### src/rtl/decoder_frame_ctrl.sv
// Frame sequencer for the (8,4) soft-decision decoder: serial sample framing, resync and output FIFO.
// Define DEC_FRAME_CNT_EN to add the frame_cnt delivered-frame counter.
module decoder_frame_ctrl #(
   parameter int OUT_DEPTH = 2
) (
   input  logic              clk,
   input  logic              reset,
   input  logic              s_valid,
   input  logic signed [5:0] s_data,
   input  logic              s_last,
   output logic              s_ready,
   input  logic              abort,
   output logic signed [5:0] dec_r [0:7],
   input  logic [3:0]        dec_m,
   output logic              m_valid,
   output logic [3:0]        m_data,
   input  logic              m_ready,
   output logic              frm_err
`ifdef DEC_FRAME_CNT_EN
   ,
   output logic [15:0]       frame_cnt
`endif
);

   localparam int AW = $clog2(OUT_DEPTH);

   typedef enum logic [1:0] {FILL, DECODE, HUNT} state_t;

   state_t     state_reg, state_next;
   logic [2:0] idx_reg, idx_next;
   logic       frm_err_reg, frm_err_next;
   logic       accept, wr_en, push, pop, fifo_full;
   logic [AW:0] wr_ptr_reg, rd_ptr_reg;
   logic [3:0] fifo_mem [OUT_DEPTH];

   assign s_ready   = !reset && (state_reg != DECODE);
   assign accept    = s_valid && s_ready;
   assign fifo_full = (wr_ptr_reg[AW] != rd_ptr_reg[AW]) &&
                      (wr_ptr_reg[AW-1:0] == rd_ptr_reg[AW-1:0]);
   assign m_valid   = (wr_ptr_reg != rd_ptr_reg);
   assign m_data    = m_valid ? fifo_mem[rd_ptr_reg[AW-1:0]] : 4'd0;
   // Push depends only on registered state, never on m_ready.
   assign push      = (state_reg == DECODE) && !fifo_full;
   assign pop       = m_valid && m_ready;
   assign frm_err   = frm_err_reg;

   always_ff @(posedge clk) begin
      if (reset) begin
         state_reg   <= FILL;
         idx_reg     <= 3'd0;
         frm_err_reg <= 1'b0;
      end else begin
         state_reg   <= state_next;
         idx_reg     <= idx_next;
         frm_err_reg <= frm_err_next;
      end
   end

   always_comb begin
      state_next   = state_reg;
      idx_next     = idx_reg;
      frm_err_next = 1'b0;
      wr_en        = 1'b0;
      case (state_reg)
         FILL: begin
            if (abort) begin
               idx_next = 3'd0;
            end else if (accept) begin
               wr_en = 1'b1;
               if (s_last && idx_reg == 3'd7) begin
                  state_next = DECODE;
                  idx_next   = 3'd0;
               end else if (s_last) begin
                  frm_err_next = 1'b1;
                  idx_next     = 3'd0;
               end else if (idx_reg == 3'd7) begin
                  frm_err_next = 1'b1;
                  idx_next     = 3'd0;
                  state_next   = HUNT;
               end else begin
                  idx_next = idx_reg + 3'd1;
               end
            end
         end
         HUNT: begin
            if (abort || (accept && s_last)) begin
               state_next = FILL;
               idx_next   = 3'd0;
            end
         end
         DECODE: begin
            if (!fifo_full) begin
               state_next = FILL;
               idx_next   = 3'd0;
            end
         end
         default: begin
            state_next = FILL;
            idx_next   = 3'd0;
         end
      endcase
   end

   // One register per codeword position; not cleared between frames.
   for (genvar gi = 0; gi < 8; gi++) begin : g_entry
      logic signed [5:0] entry_reg;
      always_ff @(posedge clk) begin
         if (reset)
            entry_reg <= 6'sd0;
         else if (wr_en && idx_reg == 3'(gi))
            entry_reg <= s_data;
      end
      assign dec_r[gi] = entry_reg;
   end

   always_ff @(posedge clk) begin
      if (push)
         fifo_mem[wr_ptr_reg[AW-1:0]] <= dec_m;
   end

   always_ff @(posedge clk) begin
      if (reset) begin
         wr_ptr_reg <= '0;
         rd_ptr_reg <= '0;
      end else begin
         if (push)
            wr_ptr_reg <= wr_ptr_reg + 1'b1;
         if (pop)
            rd_ptr_reg <= rd_ptr_reg + 1'b1;
      end
   end

`ifdef DEC_FRAME_CNT_EN
   always_ff @(posedge clk) begin
      if (reset)
         frame_cnt <= 16'd0;
      else if (pop)
         frame_cnt <= frame_cnt + 16'd1;
   end
`endif

endmodule

### config.mk
export PLATFORM = sky130hd
export DESIGN_NAME = decoder_frame_ctrl
export DESIGN_NICKNAME = d
export VERILOG_FILES = /design/src/rtl/decoder_frame_ctrl.sv
export SDC_FILE = /design/constraint.sdc
export NUM_CORES = 1
export LEC_CHECK = 0
export CORE_ASPECT_RATIO = 0.8
export CORE_UTILIZATION = 50
export DETAILED_ROUTE_END_ITERATION = 6
export PLACE_DENSITY = 0.8
export SLEW_MARGIN = 25
export SYNTH_ARGS = -nofsm -noshare
export SYNTH_HDL_FRONTEND = slang
export SYNTH_SLANG_ARGS = --single-unit
### constraint.sdc
create_clock -name clk -period 2 [get_ports clk]
set_clock_uncertainty 0.15 [all_clocks]
set_input_delay 0.2 -clock clk [delete_from_list [all_inputs] [get_ports clk]]
set_output_delay 0.2 -clock clk [all_outputs]
set_load 0.01 [all_outputs]
==> results.yml <==
outcome:
  status: "finished clean"
power:
  internal-power_uw: 2010
  p_clk_frac: 0.354
  p_per_area_nw_per_um2: 685
  swShare: 0.259
  p_total_uw: 2720
  p_leak_uw: 0.00141
  seq_power_share: 0.516
  vdd_ir_drop_max_mv: 0.529
  pwr-share-comb: 0.130
  switching_power_uw: 703
place:
  place_hpwl_mm: 5.19
  io_buffer_count: 70
  gp_congestion: 0.834
  dp_cells: 462
timing:
  min_period_ns: 1.83
  rsz0062_at_grt: "false"
  slew_headroom: 0.670
  setup_viol_count_final: 0
  tns_ns: 0
  timing.final.crit_share: 0.915
  worstMarginPinSlew_ns: 0.493
  clock.fmax_mhz: 547
  hold_viol: 0
  drv_slew: 0
floorplanning:
  die-area_um2: 6370
  fp.dieH_um: 71.6
  rows: 24
  die_width_um: 89.0
  core_area_um2: 5650
  io_pins: 71
  initial_utilization: 0.536
synthesis:
  ys_ff_latch: 67
  ys_seq_area_frac: 0.469
  avgSynthCellArea_um2: 9.23
  ys_warn_count: 0
  synth.top_cells.by_count: "dfxtp_1 (59), a21oi_1 (49), nand3_1 (47)"
  synth_cells: 328
  synth_top_cell_by_area: "dfxtp_1"
  synthDistinctLibCells: 47
  synth_area_leaders: "dfxtp_1 (39%), a21oi_1 (8.1%), edfxtp_1 (7.9%)"
  synth_top_area_share: 0.390
  ys.flop_type: "dfxtp_1"
  synth_area_um2: 3030
  async_flop_share: 0
  synth_edf_count: 8
  synth.most_common_cell: "dfxtp_1"
  syn_nets: 350
route:
  antenna_left: 0
  vias: 2714
  via_per_inst: 5.68
  routed_wl_mm: 7.48
  routedWlPerCell_um: 15.6
  drt_pass1_iterations: 5
  first_iter_violations: 182
  drc: 0
clock_network:
  cts_buffers: 9
  holdBufCountCts: 0
  insertion_delay_ns: 0.34
  path_clk_slew_ns: 0.07
  cts_setup_buffers: 0
  cts_tree: "yes"
  cts.path.max_buffers: 2
  cts_root_buf: "clkbuf_8"
  clock_sinks: 67
  htree_levels: 3
setup_path:
  worstSetupStartpointType: "register"
  crit_path_end_kind: "output pin"
  cp.arrival_ns: 1.48
  worstPathRequired_ns: 1.65
  path_max_fanout: 5
  path_class: "reg -> out"
cells_and_area:
  antenna_cells: 0
  largest_register_ffs: 48
  finalNetCount: 417
  syn_to_final_growth_pct: 31.0
  stdcell_count: 478
  layout-drive-gt1-share: 0.120
  n_fill_cell: 448
grt:
  antenna_found_initial: 0
  grt_pass1_wl_mm: 12.0
  grt_max_degree: 40
  grtUsageTotal: 0.249
  grt_overflow: 0
  grt_pass1_vias: 2479
run:
  max_cap_viol_count: 0
worst_hold_path:
  hold_path_class: "in -> reg"
-- cells in the final DEF (no fill, tap or decap), types with 4 or more instances in the layout --
cell type and count:
nor2b_1 5, nor3b_1 4, buf_4 17, nor2_1 9, ha_1 6, clkdlybuf4s50_1 63
clkbuf_8 10, nand3b_1 4, o21ai_1 40, dlygate4sd2_1 5, edfxtp_1 8, nand3_1 47
inv_1 4, mux2i_1 8, a21oi_1 49, dfxtp_1 56, nand2b_1 8
-- stage by stage --
step	util	setup WS (ns)	hold slack, ns	area (um2)
finish	0.702	0.170	0.0475	3970
global route	0.702	0.0127	0.0519	3970
CTS	0.701	0.0206	0.0252	3960
detailed placement	0.669	0.0130	0.316	3780
global placement	0.669	0.0555	0.313	3780
floorplan	-	0.397	0.146	3030
-- layout make-up --
class,instances,area (um2),area share
clock buffer,13,149,0.0376
clock inverter,3,15.0,0.00379
inverter,4,15.0,0.00379
multi-input combinational,225,1420,0.359
sequential,67,1430,0.359
tap,78,97.6,0.0246
timing repair buffer,88,840,0.212
-- path summary, 6_finish.rpt --
path                                                            from                                   end  slack, ns  cells past startpoint
worst max-delay path                      rd_ptr_reg[0]$_SDFFE_PP0P_                             m_data[1]       0.17                      4
worst min-delay path                                           reset            wr_ptr_reg[1]$_SDFFE_PP0P_       0.05                      2
worst max register to register               idx_reg[0]$_SDFFE_PP0P_  g_entry[7].entry_reg[1]$_SDFFE_PP0P_       0.26                      6
worst min register to register  g_entry[4].entry_reg[2]$_SDFFE_PP0P_  g_entry[4].entry_reg[2]$_SDFFE_PP0P_       0.33                      2
-- worst max-delay path, cell delays in order (launching register included) --
cell and delay [ns]:
dfxtp_1 0.35, xnor2_2 0.16, and2_2 0.24, nor2_1 0.11, dlygate4sd2_1 0.29
-- power by group through the flow --
stage	Sequential, uW	Clock [uW]	Combinational (uW)
floorplan	1430	0	200
global placement	1430	0	340
detailed placement	1430	0	347
CTS	1400	981	351
global route	1410	1040	390
finish	1400	961	353
-- per-layer routing --
metal | global-route usage | up-vias | wire, um
met5 | 0 | - | 0
met4 | 0.0670 | 0 | 53
met3 | 0.0818 | 7 | 600
met2 | 0.385 | 117 | 3360
met1 | 0.337 | 1275 | 3460
li1 | - | 1315 | -
-- logic make-up (layout without fill, tap and decap cells) --
kind of cell	Yosys count	in the layout	share of synthesized area
simple gates	103	103	0.210
compound gates	100	100	0.173
flops	67	67	0.469
buf+inv	36	108	0.0678
mux	12	12	0.0438
fa+ha+maj	6	6	0.0248
xor+xnor	4	4	0.0116
-- timing repair --
action | CTS | global route
cloned | 0 | 0
gates resized for setup | 11 | 2
endpoints found under the setup margin | 6 | 3
No activity file was read; power rests on OpenSTA's default activity.
